==> config.mk <==
export PLATFORM = sky130hd
export DESIGN_NAME = instr_fetch_unit
export DESIGN_NICKNAME = d
export VERILOG_FILES = /design/src/rtl/instr_fetch_unit.sv
export SDC_FILE = /design/constraint.sdc
export NUM_CORES = 1
export LEC_CHECK = 0
export ABC_AREA = 1
export CAP_MARGIN = 30
export CORE_UTILIZATION = 55
export CTS_CLUSTER_SIZE = 14
export DETAILED_ROUTE_END_ITERATION = 6
export PLACE_DENSITY_LB_ADDON = 0.2
export RECOVER_POWER = 100
export SYNTH_ARGS = -nofsm -noshare
export SYNTH_HDL_FRONTEND = slang
export SYNTH_SLANG_ARGS = --single-unit
export TNS_END_PERCENT = 50
==> constraint.sdc <==
create_clock -name clk -period 12.6 [get_ports clk]
set_input_delay 3.78 -clock clk [delete_from_list [all_inputs] [get_ports clk]]
set_output_delay 3.78 -clock clk [all_outputs]
set_load 0.01 [all_outputs]
==> src/rtl/instr_fetch_unit.sv <==
// MIPS instruction fetch unit: owns the PC, fetches words over a req/ready
// handshake and hands them to the decoder over valid/ack, then resolves the next PC.
module instr_fetch_unit #(
    parameter logic [31:0] RESET_PC       = 32'h0000_0000,
    parameter int          TIMEOUT_CYCLES = 255
) (
    input  logic        clk,
    input  logic        rst,
    output logic        imem_req,
    output logic [31:0] imem_addr,
    input  logic        imem_ready,
    input  logic [31:0] imem_rdata,
    output logic [31:0] instr,
    output logic        instr_valid,
    input  logic        instr_ack,
    input  logic [2:0]  pc_control,
    input  logic [31:0] rs_data,
    output logic [31:0] pc,
    output logic [31:0] link_addr,
    output logic        fetch_err,
    output logic [1:0]  err_code
);

    typedef enum logic [1:0] {IDLE, FETCH, ISSUE, ERR} state_t;

    localparam logic [7:0] TIMEOUT_LAST = 8'(TIMEOUT_CYCLES - 1);

    state_t      state;
    logic [7:0]  wait_cnt;
    logic [31:0] next_pc;
    logic        ctl_bad;

    // Branch target is relative to pc+4, which link_addr already holds.
    function automatic logic [31:0] branch_target(input logic [31:0] base,
                                                  input logic [15:0] imm);
        logic signed [31:0] offset;
        offset = {{14{imm[15]}}, imm, 2'b00};
        return base + $unsigned(offset);
    endfunction

    always_comb begin
        next_pc = link_addr;
        ctl_bad = pc_control[2];
        case (pc_control)
            3'b001:  next_pc = {link_addr[31:28], instr[25:0], 2'b00};
            3'b010:  next_pc = rs_data;
            3'b011:  next_pc = branch_target(link_addr, instr[15:0]);
            default: next_pc = link_addr;
        endcase
    end

    always_ff @(posedge clk or posedge rst) begin
        if (rst) begin
            state     <= IDLE;
            pc        <= RESET_PC;
            link_addr <= RESET_PC + 32'd4;
            instr     <= 32'h0;
            fetch_err <= 1'b0;
            err_code  <= 2'b00;
            wait_cnt  <= 8'h0;
        end else begin
            case (state)
                IDLE: state <= FETCH;
                FETCH: begin
                    if (imem_ready) begin
                        instr    <= imem_rdata;
                        wait_cnt <= 8'h0;
                        state    <= ISSUE;
                    end else if (wait_cnt == TIMEOUT_LAST) begin
                        wait_cnt  <= 8'h0;
                        fetch_err <= 1'b1;
                        err_code  <= 2'b01;
                        state     <= ERR;
                    end else begin
                        wait_cnt <= wait_cnt + 8'd1;
                    end
                end
                ISSUE: begin
                    if (instr_ack) begin
                        if (next_pc[1:0] != 2'b00) begin
                            fetch_err <= 1'b1;
                            err_code  <= 2'b10;
                            state     <= ERR;
                        end else begin
                            pc        <= next_pc;
                            link_addr <= next_pc + 32'd4;
                            state     <= FETCH;
                            // Unknown control is only a warning; the sequential path was taken.
                            if (ctl_bad) begin
                                fetch_err <= 1'b1;
                                err_code  <= 2'b11;
                            end
                        end
                    end
                end
                ERR: state <= ERR;
            endcase
        end
    end

    assign imem_req    = (state == FETCH);
    assign instr_valid = (state == ISSUE);
    assign imem_addr   = pc;

endmodule
* Yosys cells after proc, flatten, opt, wreduce, memory -nomap -nowiden
Cells that the tools add are included.
** Word-level totals
- Flip-flop bits (word level) :: 109
- Input port bits :: 71
- Output and inout port bits :: 133
- Word-level logic and storage cells :: 50
** Operators by class
- Add/sub/neg operators :: 3
- Eq/ne operators :: 12
- Muxes and demuxes :: 20
- Bitwise gates (word level) :: 1
- Reduce and logical (&&, ||, !) cells :: 7
** Operators with widths (number)
- 32-bit case mux with 3 select lines :: 1
- 32-bit by 3-bit adder with 32-bit output, second input constant :: 1
- 32-bit adder :: 1
- 2-bit 2-to-1 mux :: 9
- 8-bit 2-to-1 mux :: 2
- 8-bit by 1-bit adder with 8-bit output, second input constant :: 1
- 8-bit == test, second input constant :: 1
- 2-bit case mux with 4 select lines :: 1
- 3-bit by 2-bit == test with 1-bit output, second input constant :: 2
- 3-bit by 1-bit != test with 1-bit output, second input constant :: 2
- 1-bit 2-to-1 mux :: 5
- 5-bit AND reduction :: 1
- 2-bit == test, second input constant :: 2
- 2-bit by 1-bit != test with 1-bit output, second input constant :: 2
- 2-bit case mux with 2 select lines :: 1
- 2-bit AND reduction :: 2
- 2-bit nonzero test :: 2
- 3-bit by 1-bit == test with 1-bit output, second input constant :: 1
- 3-bit AND reduction :: 1
- 2-bit by 1-bit == test with 1-bit output, second input constant :: 1
- 2-bit logical NOT :: 1
- 2-bit != test, second input constant :: 1
- 1-bit case mux with 2 select lines :: 1
- 1-bit NOT :: 1

* Depth between registers and ports, before layout
Gate-level depths: netlist of the first run.
- Word-level depth :: 6
- Gate-level depth with buffers :: 22
- Gate-level depth less buffers :: 21

* Least setup slack after synthesis of the first run
No wires, ideal clock.
- Kind :: input port to flip-flop
- Start point :: in pc_control[2]
- End point :: reg link_addr[28]
- Library setup time :: 117 ps
- Arrival time :: 5454 ps
- Data required time :: 12483 ps
- Setup slack :: 7030 ps
- Stages :: 16
- Path buffers :: 1
- Path through :: inv_2 > nand2_2 > nand2_4 > buf_8 > nor2_1 > nor2_4 > ha_1 > nand2_1 > nor2_2 > nand3_2 > nor2_2 > nand3_2 > nor2_2 > nand4_1 > nand3_1 > nand2_1
** On the way
- Elaborated cells on any way between the ends :: 8
- Classes of those cells :: add/sub: 1; eq/ne: 3; mux: 1; bitwise: 1; reduce/logical: 2
** RTL lines
- from (decl) :: line 16 : input logic [2:0] pc_control,
- 3-bit by 2-bit == test with 1-bit output or 3-bit by 1-bit == test with 1-bit output (tied branches) :: line 44 : case (pc_control)
- 32-bit case mux with 3 select lines (*) :: line 44
- net next_pc[3] :: line 30 : logic [31:0] next_pc;
- 32-bit by 3-bit adder with 32-bit output (*) :: line 86 : link_addr <= next_pc + 32'd4;
- to (signal assigned) :: line 56 : link_addr <= RESET_PC + 32'd4;
- to (signal assigned) :: line 86
- to (decl) :: line 19 : output logic [31:0] link_addr,
Mark *: on every way through the listed nets, which the timed path passes. The rest lies on a longest branch.
A chain may end at the register's enable or synchronous reset.

* Worst setup path in the final report of the first run
- Start point :: in pc_control[2]
- End point :: reg link_addr[22]
** On the way
- Cells in the longest elaborated chain, start to end :: 5
- Elaborated cells on any way between the ends :: 8
- Classes of those cells :: add/sub: 1; eq/ne: 3; mux: 1; bitwise: 1; reduce/logical: 2
** Ends and longest elaborated chain (line)
- 3-bit by 2-bit == test with 1-bit output or 3-bit by 1-bit == test with 1-bit output (tied branches) :: 44
- 32-bit case mux with 3 select lines (*) :: 44
- branches (longest 3 deep; another with 32-bit by 3-bit adder with 32-bit output)
Mark *: on every way between the ends.

==> results of run 1 <==
[cell type report]
type                    instances  share of cell area (%)
well taps                     188                    2.20
inverters                     183                    6.44
repair buffers                208                    19.3
flip-flops and latches        107                    25.1
clock inverters                 6                   0.562
clock buffers                  10                    2.14
multi-input cells             985                    44.3
[cells in the mapped netlist (all sizes together) (12+ instances only)]
cell | count | area (um^2)
clkbuf | 13 | 48.8
inv | 178 | 668
a221oi | 17 | 149
ha | 36 | 450
nand4 | 26 | 175
a21oi | 28 | 148
nand2 | 542 | 2060
o21ai | 52 | 264
nor2 | 125 | 544
nand3b | 12 | 90.1
dfrtp | 106 | 2650
buf | 53 | 380
nand3 | 105 | 541
[kinds of logic after synthesis]
kind of cell | Yosys count
xor gates and xnor gates | 8
muxes | 1
AOI/OAI and AO/OA | 117
and+or+nand+nor | 822
adders and majority gates | 37
DFF | 107
buffers and inverters | 249
[worst min-delay path, delay by kind of cell (launching register included)]
family                 cells  cell delay, ns
and+or+nand+nor            1            0.05
DFF                        1            0.36
buffers and inverters      1            0.04
[registers in the layout, indices dropped and copies added (netlist names)]
name and cells:
fetch_err 1, imem_addr 32, instr 32, state 2, link_addr 30, err_code 2
wait_cnt 8
[metrics by stage]
step           setup slack, ns  instances  power, mW
5_1_grt                   3.14       1687       2.75
4_1_cts                   5.74       1687       2.59
3_3_place_gp              5.42       1671       2.27
6_report                  3.71       1687       2.54
2_1_floorplan             6.00       1341       1.65
3_5_place_dp              5.35       1671       2.30
[final timing paths]
path	startpoint	endpoint	slack, ns	cells past startpoint
worst max-delay path	pc_control[2]	link_addr[22]	3.71	16
min in group asynchronous	rst	instr[28]	4.49	2
worst max register to register	state[0]	link_addr[22]	8.96	12
worst min-delay path	fetch_err	fetch_err	0.48	2
worst min register to register	fetch_err	fetch_err	0.48	2
max in group asynchronous	rst	instr[2]	4.54	3
[per-layer routing]
metal / track usage [%] / up-vias
met5: 0 / -
met4: 9.78 / 0
met3: 5.48 / 48
met2: 57.3 / 434
met1: 49.5 / 4225
li1: - / 4508
[report_power, final]
group	internal, mW	switching, mW	total [mW]
Combinational	0.633	0.923	1.56
Clock	0.139	0.143	0.282
Sequential	0.493	0.207	0.700
Total	1.26	1.27	2.54
==> out/metrics.cfg, run 1 <==
[sta]
tns_ns = 0
clock.fmax_mhz = 112
hold_viol_final = 0
fin_skew_ns = 0.0106
setup_viol = 0
finalMaxSlewViolations = 185
fin_crit_ns = 8.89
rsz0062_at_grt = false
slew_headroom_pct = -98.3
worst_hold_slack_ns = 0.477
tightest_slew_ns = 2.98
fin_crit_sh_pct = 70.6

[synthesis]
synth-compound-area-share_pct = 8.32
synth-xor-area-share_pct = 0.821
ys_warn_count = 0
synth-seq-cells = 107
synth_top_family_by_area = simple AND/OR/NAND/NOR gates
synthDistinctLibCells = 45
yosys.area_share.simple_pct = 40.8
syn-cell-area_mm2 = 0.00854
synthMuxAreaShare_pct = 0.117
syn_area_per_cell_um2 = 6.37
syn_nets = 1449
synth_edf_count = 0
synth-seq-area-share_pct = 31.4
ys.flop_type = dfrtp_1
synth-async-reset-ratio_pct = 100
synthCells = 1341
synthAdderAreaFrac_pct = 5.51

[global_routing]
grt_overflow = 0
first_global_vias = 8480
antenna_found_initial = 0
grt_pass1_wl_um = 44000
grt_max_degree = 89
track_usage_pct = 35.5

[route]
wl_met3_um = 2260
drc = 15
highest_layer = met4
routed-wl-met2_um = 12600
routed_wl_um = 27700
drt-initial-drc-count = 962
ant_nets = 0
wl_met1_um = 12200
vias_per_cell = 5.46
dr.pass1.iters = 7
vias = 9215
route.detailed.wl_per_inst_um = 16.4

[status]
violations = DRC, capacitance limit, slew limit
status = finished with violations

[critical_path]
critPathMaxStageDelay_ns = 1.22
crit_fanout = 88
arrival_ns = 9.19
endpoint_kind = flop
cp_slowest_cell = clkbuf_1
critPathMostFrequentCell = nand2_1
crit_type = input port to flop
worstPathCellList = dlygate4sd3_1 > inv_1 > nand2_1 > nand2_1 > inv_1 > o22ai_1 > nand2_1 > nor2_1 > nand2_2 > buf_4 > inv_1 > clkbuf_1 > nand3_1 > nand2_1 > o21ai_0 > nand2_1
critPathTopFamily = buffers and inverters
critPathBufInv = 6
start_kind = input port
required_ns = 12.90

[clock_network]
ctsHoldBuffers = 0
h-tree-depth = 3
cts_resized = 0
cts_setup_buffers = 0
cts_tree = done
cts.sinks = 107
clock_latency_ns = 0.36
cts_root_buf = clkbuf_16
path_clk_slew_ns = 0.08
numCtsBuffers = 9
cts_buffer_depth = 2

[cells_and_area]
nFillCells = 1308
fin_area_mm2 = 0.0107
final_cell_mix = 536 x nand2_1, 170 x inv_1, 136 x dlygate4sd3_1
antenna_cells = 0
fin_util_pct = 70.3
seqCellArea_mm2 = 0.00268
layout.nets = 1602
syn2layout_area_growth_pct = 25.1
drive_gt1_share_pct = 3.80
multi_input_comb_area_mm2 = 0.00473
mostFrequentLayoutCell = nand2_1

[die]
initial_core_util_pct = 56.2
die_h_um = 127
rows = 45
die_w_um = 127
design.core.area_mm2 = 0.0152
die-area_mm2 = 0.0160
pin_count = 204

[placement]
dp_hpwl_um = 21600
dpl-instance-area_mm2 = 0.0104
portBuffers = 203
place_congestion = 0.967

[power]
power_density_mw_per_mm2 = 238
p_leak_nw = 5.68
ir_drop_mv = 0.155

[min_path]
holdCritPathClass = flop to flop

[job]
drv_cap = 4

Note: power is estimated with default switching activity, not from simulation.
==> inputs of run 2 (changes only) <==
--- a/config.mk
+++ b/config.mk
@@ -7,7 +7,7 @@
 export LEC_CHECK = 0
 export ABC_AREA = 1
 export CAP_MARGIN = 30
-export CORE_UTILIZATION = 55
+export CORE_UTILIZATION = 51
 export CTS_CLUSTER_SIZE = 14
 export DETAILED_ROUTE_END_ITERATION = 6
 export PLACE_DENSITY_LB_ADDON = 0.2
==> constraint.sdc (replaced) <==
create_clock -name clk -period 8.6 [get_ports clk]
set_input_delay 2.58 -clock clk [delete_from_list [all_inputs] [get_ports clk]]
set_output_delay 2.58 -clock clk [all_outputs]
set_load 0.01 [all_outputs]
==> out/metrics.cfg, run 2 (synthesis results as in run 1) <==
[die]
initial_core_util_pct = 53.0
die-area_mm2 = 0.0173
die_w_um = 131
rows = 46
pin_count = 204
design.core.area_mm2 = 0.0161
die_h_um = 131

[clock_network]
cts_setup_buffers = 0
ctsHoldBuffers = 0
cts_resized = 0
numCtsBuffers = 9
clock_latency_ns = 0.37
cts_tree = done
path_clk_slew_ns = 0.08
cts_root_buf = clkbuf_16
h-tree-depth = 3
cts.sinks = 107
cts_buffer_depth = 2

[critical_path]
critPathTopFamily = simple AND/OR/NAND/NOR gates
rr_worst_depth = 10
cp_slowest_cell = inv_1
r2r_slack_ns = 3.98
critPathBufInv = 4
r2r_end = err_code[1]
endpoint_kind = flop
required_ns = 8.87
start_kind = input port
arrival_ns = 6.98
crit-reg2reg-launch = state[1]
critPathMaxStageDelay_ns = 0.83
worstPathCellList = dlygate4sd3_1 > inv_1 > nand2_1 > nand2_1 > inv_1 > a21oi_1 > nand2_1 > nand2_2 > inv_2 > nand2_1 > nor2_1 > nand3_1 > nor2_1 > nand3_2 > nor2_1 > nand4_1 > nand3_1 > nand2_1
crit_fanout = 31
crit_type = input port to flop
critPathMostFrequentCell = nand2_1

[cells_and_area]
nFillCells = 1471
syn2layout_area_growth_pct = 25.3
layout.nets = 1602
mostFrequentLayoutCell = nand2_1
drive_gt1_share_pct = 3.34
fin_util_pct = 66.4
final_cell_mix = 537 x nand2_1, 170 x inv_1, 136 x dlygate4sd3_1
fin_area_mm2 = 0.0107
multi_input_comb_area_mm2 = 0.00469
antenna_cells = 0
seqCellArea_mm2 = 0.00268

[min_path]
hold_start = fetch_err
holdCritPathClass = flop to flop
whs_endpoint = fetch_err
hold_depth = 2

[sta]
hold_viol_final = 0
fin_skew_ns = 0.0142
rsz0062_at_grt = false
worst_hold_slack_ns = 0.469
clock.fmax_mhz = 149
worst_slack_ns = 1.89
tns_ns = 0
fin_crit_ns = 6.71
slew_headroom_pct = -34.9
setup_viol = 0
tightest_slew_ns = 2.01
fin_crit_sh_pct = 78.0
finalMaxSlewViolations = 80

[route]
vias_per_cell = 5.34
route.detailed.wl_per_inst_um = 16.3
vias = 9162
routed_wl_um = 28000
ant_nets = 0
drc = 0
dr.pass1.iters = 5
drt-initial-drc-count = 980

[global_routing]
grt_max_degree = 88
track_usage_pct = 32.8
use_met1_pct = 46.4
met3_usage_pct = 5.25
grt_pass1_wl_um = 44200
grt_overflow = 0
first_global_vias = 8328
antenna_found_initial = 0
grt-busiest-layer = met2
grt_util_met2_pct = 51.2

[placement]
dp_hpwl_um = 21900
dpl-instance-area_mm2 = 0.0105
pre_cts_ws_ns = 2.84
place_congestion = 0.926
portBuffers = 203

[power]
p_leak_nw = 5.70
power_density_mw_per_mm2 = 348
ir_drop_mv = 0.185

[job]
drv_cap = 2

[status]
status = finished with violations
violations = capacitance limit, slew limit

==> run 2: cell types whose count changed in the layout (fill, tap and decap cells not counted), moves of 2 or more <==
cell / change
clkbuf_1: -2
nor2_2: -4
clkinvlp_4: -2
nor2_1: +6
nor2_4: -2
clkinv_4: +2
==> run 2: worst reg2reg max path, cell delays in order (launching register included) <==
cell,delay (ns)
dfrtp_1,0.37
inv_1,0.09
ha_1,0.29
nand2_1,0.09
clkbuf_1,1.30
clkinv_1,1.13
clkbuf_1,0.61
nor2_1,0.25
nand4_1,0.20
nand2_1,0.10
o21ai_0,0.07
==> run 2: per-stage QoR <==
stage | instances | power (mW)
3_3_place_gp | 1698 | 3.33
2_1_floorplan | 1341 | 2.42
3_5_place_dp | 1699 | 3.37
5_1_grt | 1715 | 4.03
4_1_cts | 1715 | 3.82
6_report | 1715 | 3.72
==> run 2: worst max-delay path by stage <==
stage	from	end	slack, ns	cells past startpoint
after floorplan	rst	err_code[0]	3.20	1
after global placement	pc_control[1]	link_addr[21]	2.96	13
after detailed placement	pc_control[1]	link_addr[21]	2.84	13
after CTS	pc_control[1]	link_addr[21]	3.22	13
after global routing	pc_control[2]	link_addr[28]	1.45	19
final	pc_control[2]	link_addr[28]	1.89	18
==> run 2: final cells by class <==
type / instances / share of cell area (%)
Multi-Input combinational cell: 985 / 43.9
Sequential cell: 107 / 25.0
Timing Repair Buffer: 208 / 19.3
Inverter: 183 / 6.43
Tap cell: 216 / 2.53
Clock buffer: 10 / 2.23
Clock inverter: 6 / 0.632
==> run 2: power by group <==
group	total (mW)	switching, mW	internal (mW)
combinational	2.27	1.34	0.926
clock	0.431	0.218	0.213
sequential	1.02	0.299	0.722
==> run 2: per-layer routing <==
metal,share of wire [%],vias to the layer above
met5,0,-
met3,8.2,41
met2,45,402
li1,-,4504
met4,2.1,0
met1,45,4215
==> inputs of run 3 (changes only) <==
==> constraint.sdc (replaced) <==
create_clock -name clk -period 6.2 [get_ports clk]
set_input_delay 1.86 -clock clk [delete_from_list [all_inputs] [get_ports clk]]
set_output_delay 1.86 -clock clk [all_outputs]
set_load 0.01 [all_outputs]
==> out/metrics.cfg, run 3 (synthesis results as in run 1) <==
[status]
status = finished with violations
violations = capacitance limit, slew limit

[route]
vias = 9044
ant_nets = 0
dr.pass1.iters = 5
vias_per_cell = 5.27
routed_wl_um = 27800
route.detailed.wl_per_inst_um = 16.2
drt-initial-drc-count = 908
drc = 0

[critical_path]
critPathMostFrequentCell = nand2_1
arrival_ns = 5.54
critPathTopFamily = simple AND/OR/NAND/NOR gates
start_kind = input port
endpoint_kind = flop
cp_slowest_cell = clkdlybuf4s50_1
critPathBufInv = 5
worstPathCellList = clkdlybuf4s50_1 > inv_1 > nand2_1 > nand2_4 > inv_1 > o22ai_1 > nand2_1 > nor2_1 > nand2_1 > inv_1 > buf_4 > nand3_1 > nand2_1 > o21ai_0 > nand2_1
critPathMaxStageDelay_ns = 0.48
crit-reg2reg-launch = instr[15]
crit_fanout = 39
required_ns = 6.49
crit_type = input port to flop
r2r_end = link_addr[31]
rr_worst_depth = 17
r2r_slack_ns = 2.72

[min_path]
hold_start = instr[29]
whs_endpoint = instr[29]
holdCritPathClass = flop to flop
hold_depth = 2

[global_routing]
track_usage_pct = 32.8
antenna_found_initial = 0
grt_pass1_wl_um = 44300
grt_max_degree = 78
grt_overflow = 0
first_global_vias = 8418

[die]
die_h_um = 131
rows = 46
pin_count = 204
initial_core_util_pct = 53.0
die-area_mm2 = 0.0173
die_w_um = 131
design.core.area_mm2 = 0.0161

[placement]
dpl-instance-area_mm2 = 0.0105
portBuffers = 203
pre_cts_ws_ns = 1.21
place_congestion = 0.978
dp.cells = 1700
dp_hpwl_um = 21800

[cells_and_area]
fin_util_pct = 66.7
final_cell_mix = 536 x nand2_1, 171 x inv_1, 135 x dlygate4sd3_1
nFillCells = 1461
layout.nets = 1603
antenna_cells = 0
multi_input_comb_area_mm2 = 0.00472
mostFrequentLayoutCell = nand2_1
syn2layout_area_growth_pct = 25.9
seqCellArea_mm2 = 0.00268
fin_area_mm2 = 0.0107
drive_gt1_share_pct = 3.60
instances_no_fill = 1716

[sta]
finalMaxSlewViolations = 28
rsz0062_at_grt = false
fin_crit_sh_pct = 84.7
tightest_slew_ns = 1.54
clock.fmax_mhz = 191
fin_crit_ns = 5.25
setup_viol = 0
worst_hold_slack_ns = 0.478
tns_ns = 0
hold_viol_final = 0
slew_headroom_pct = -2.87
fin_skew_ns = 0.0133
worst_slack_ns = 0.952

[clock_network]
cts_resized = 0
ctsHoldBuffers = 0
cts_tree = done
cts.sinks = 107
numCtsBuffers = 9
cts_root_buf = clkbuf_16
cts_buffer_depth = 2
h-tree-depth = 3
clock_latency_ns = 0.36
path_clk_slew_ns = 0.07
cts_setup_buffers = 0

[power]
p_leak_nw = 5.71
power_mw = 5.14
power_density_mw_per_mm2 = 479
ir_drop_mv = 0.264

[job]
drv_cap = 1

[run 3: final cells by class]
type | count | share of cell area (%)
repair buffers | 209 | 19.6
multi-input cells | 985 | 43.9
well taps | 216 | 2.51
inverters | 183 | 6.40
clock inverters | 6 | 0.570
flip-flops and latches | 107 | 24.9
clock buffers | 10 | 2.13
[run 3: worst max path at each step]
stage                   from       endpoint  slack (ns)  cells past startpoint
6_report       pc_control[2]  link_addr[22]        0.95                     15
5_1_grt        pc_control[2]  link_addr[27]        0.63                     18
3_3_place_gp   pc_control[1]  link_addr[22]        1.18                     14
2_1_floorplan            rst    err_code[0]        1.52                      1
3_5_place_dp   pc_control[1]  link_addr[30]        1.21                     14
4_1_cts        pc_control[1]  link_addr[28]        1.59                     16
[run 3: metal layers]
metal | vias up | routed length, um | global-route usage [%]
li1 | 4519 | - | -
met1 | 4091 | 12300 | 45.9
met2 | 385 | 12400 | 51.4
met3 | 49 | 2340 | 5.48
met4 | 0 | 709 | 10.7
met5 | - | 0 | 0
[run 3: power breakdown]
group	internal [mW]	switching, mW
registers	1.00	0.414
clock network	0.283	0.292
logic	1.29	1.87
[run 3: worst register-to-register path, delay by kind of cell (launching register included)]
kind	cells	cell delay, ns
adders and majority gates	1	0.53
DFF	1	0.65
and+or+nand+nor	16	2.19
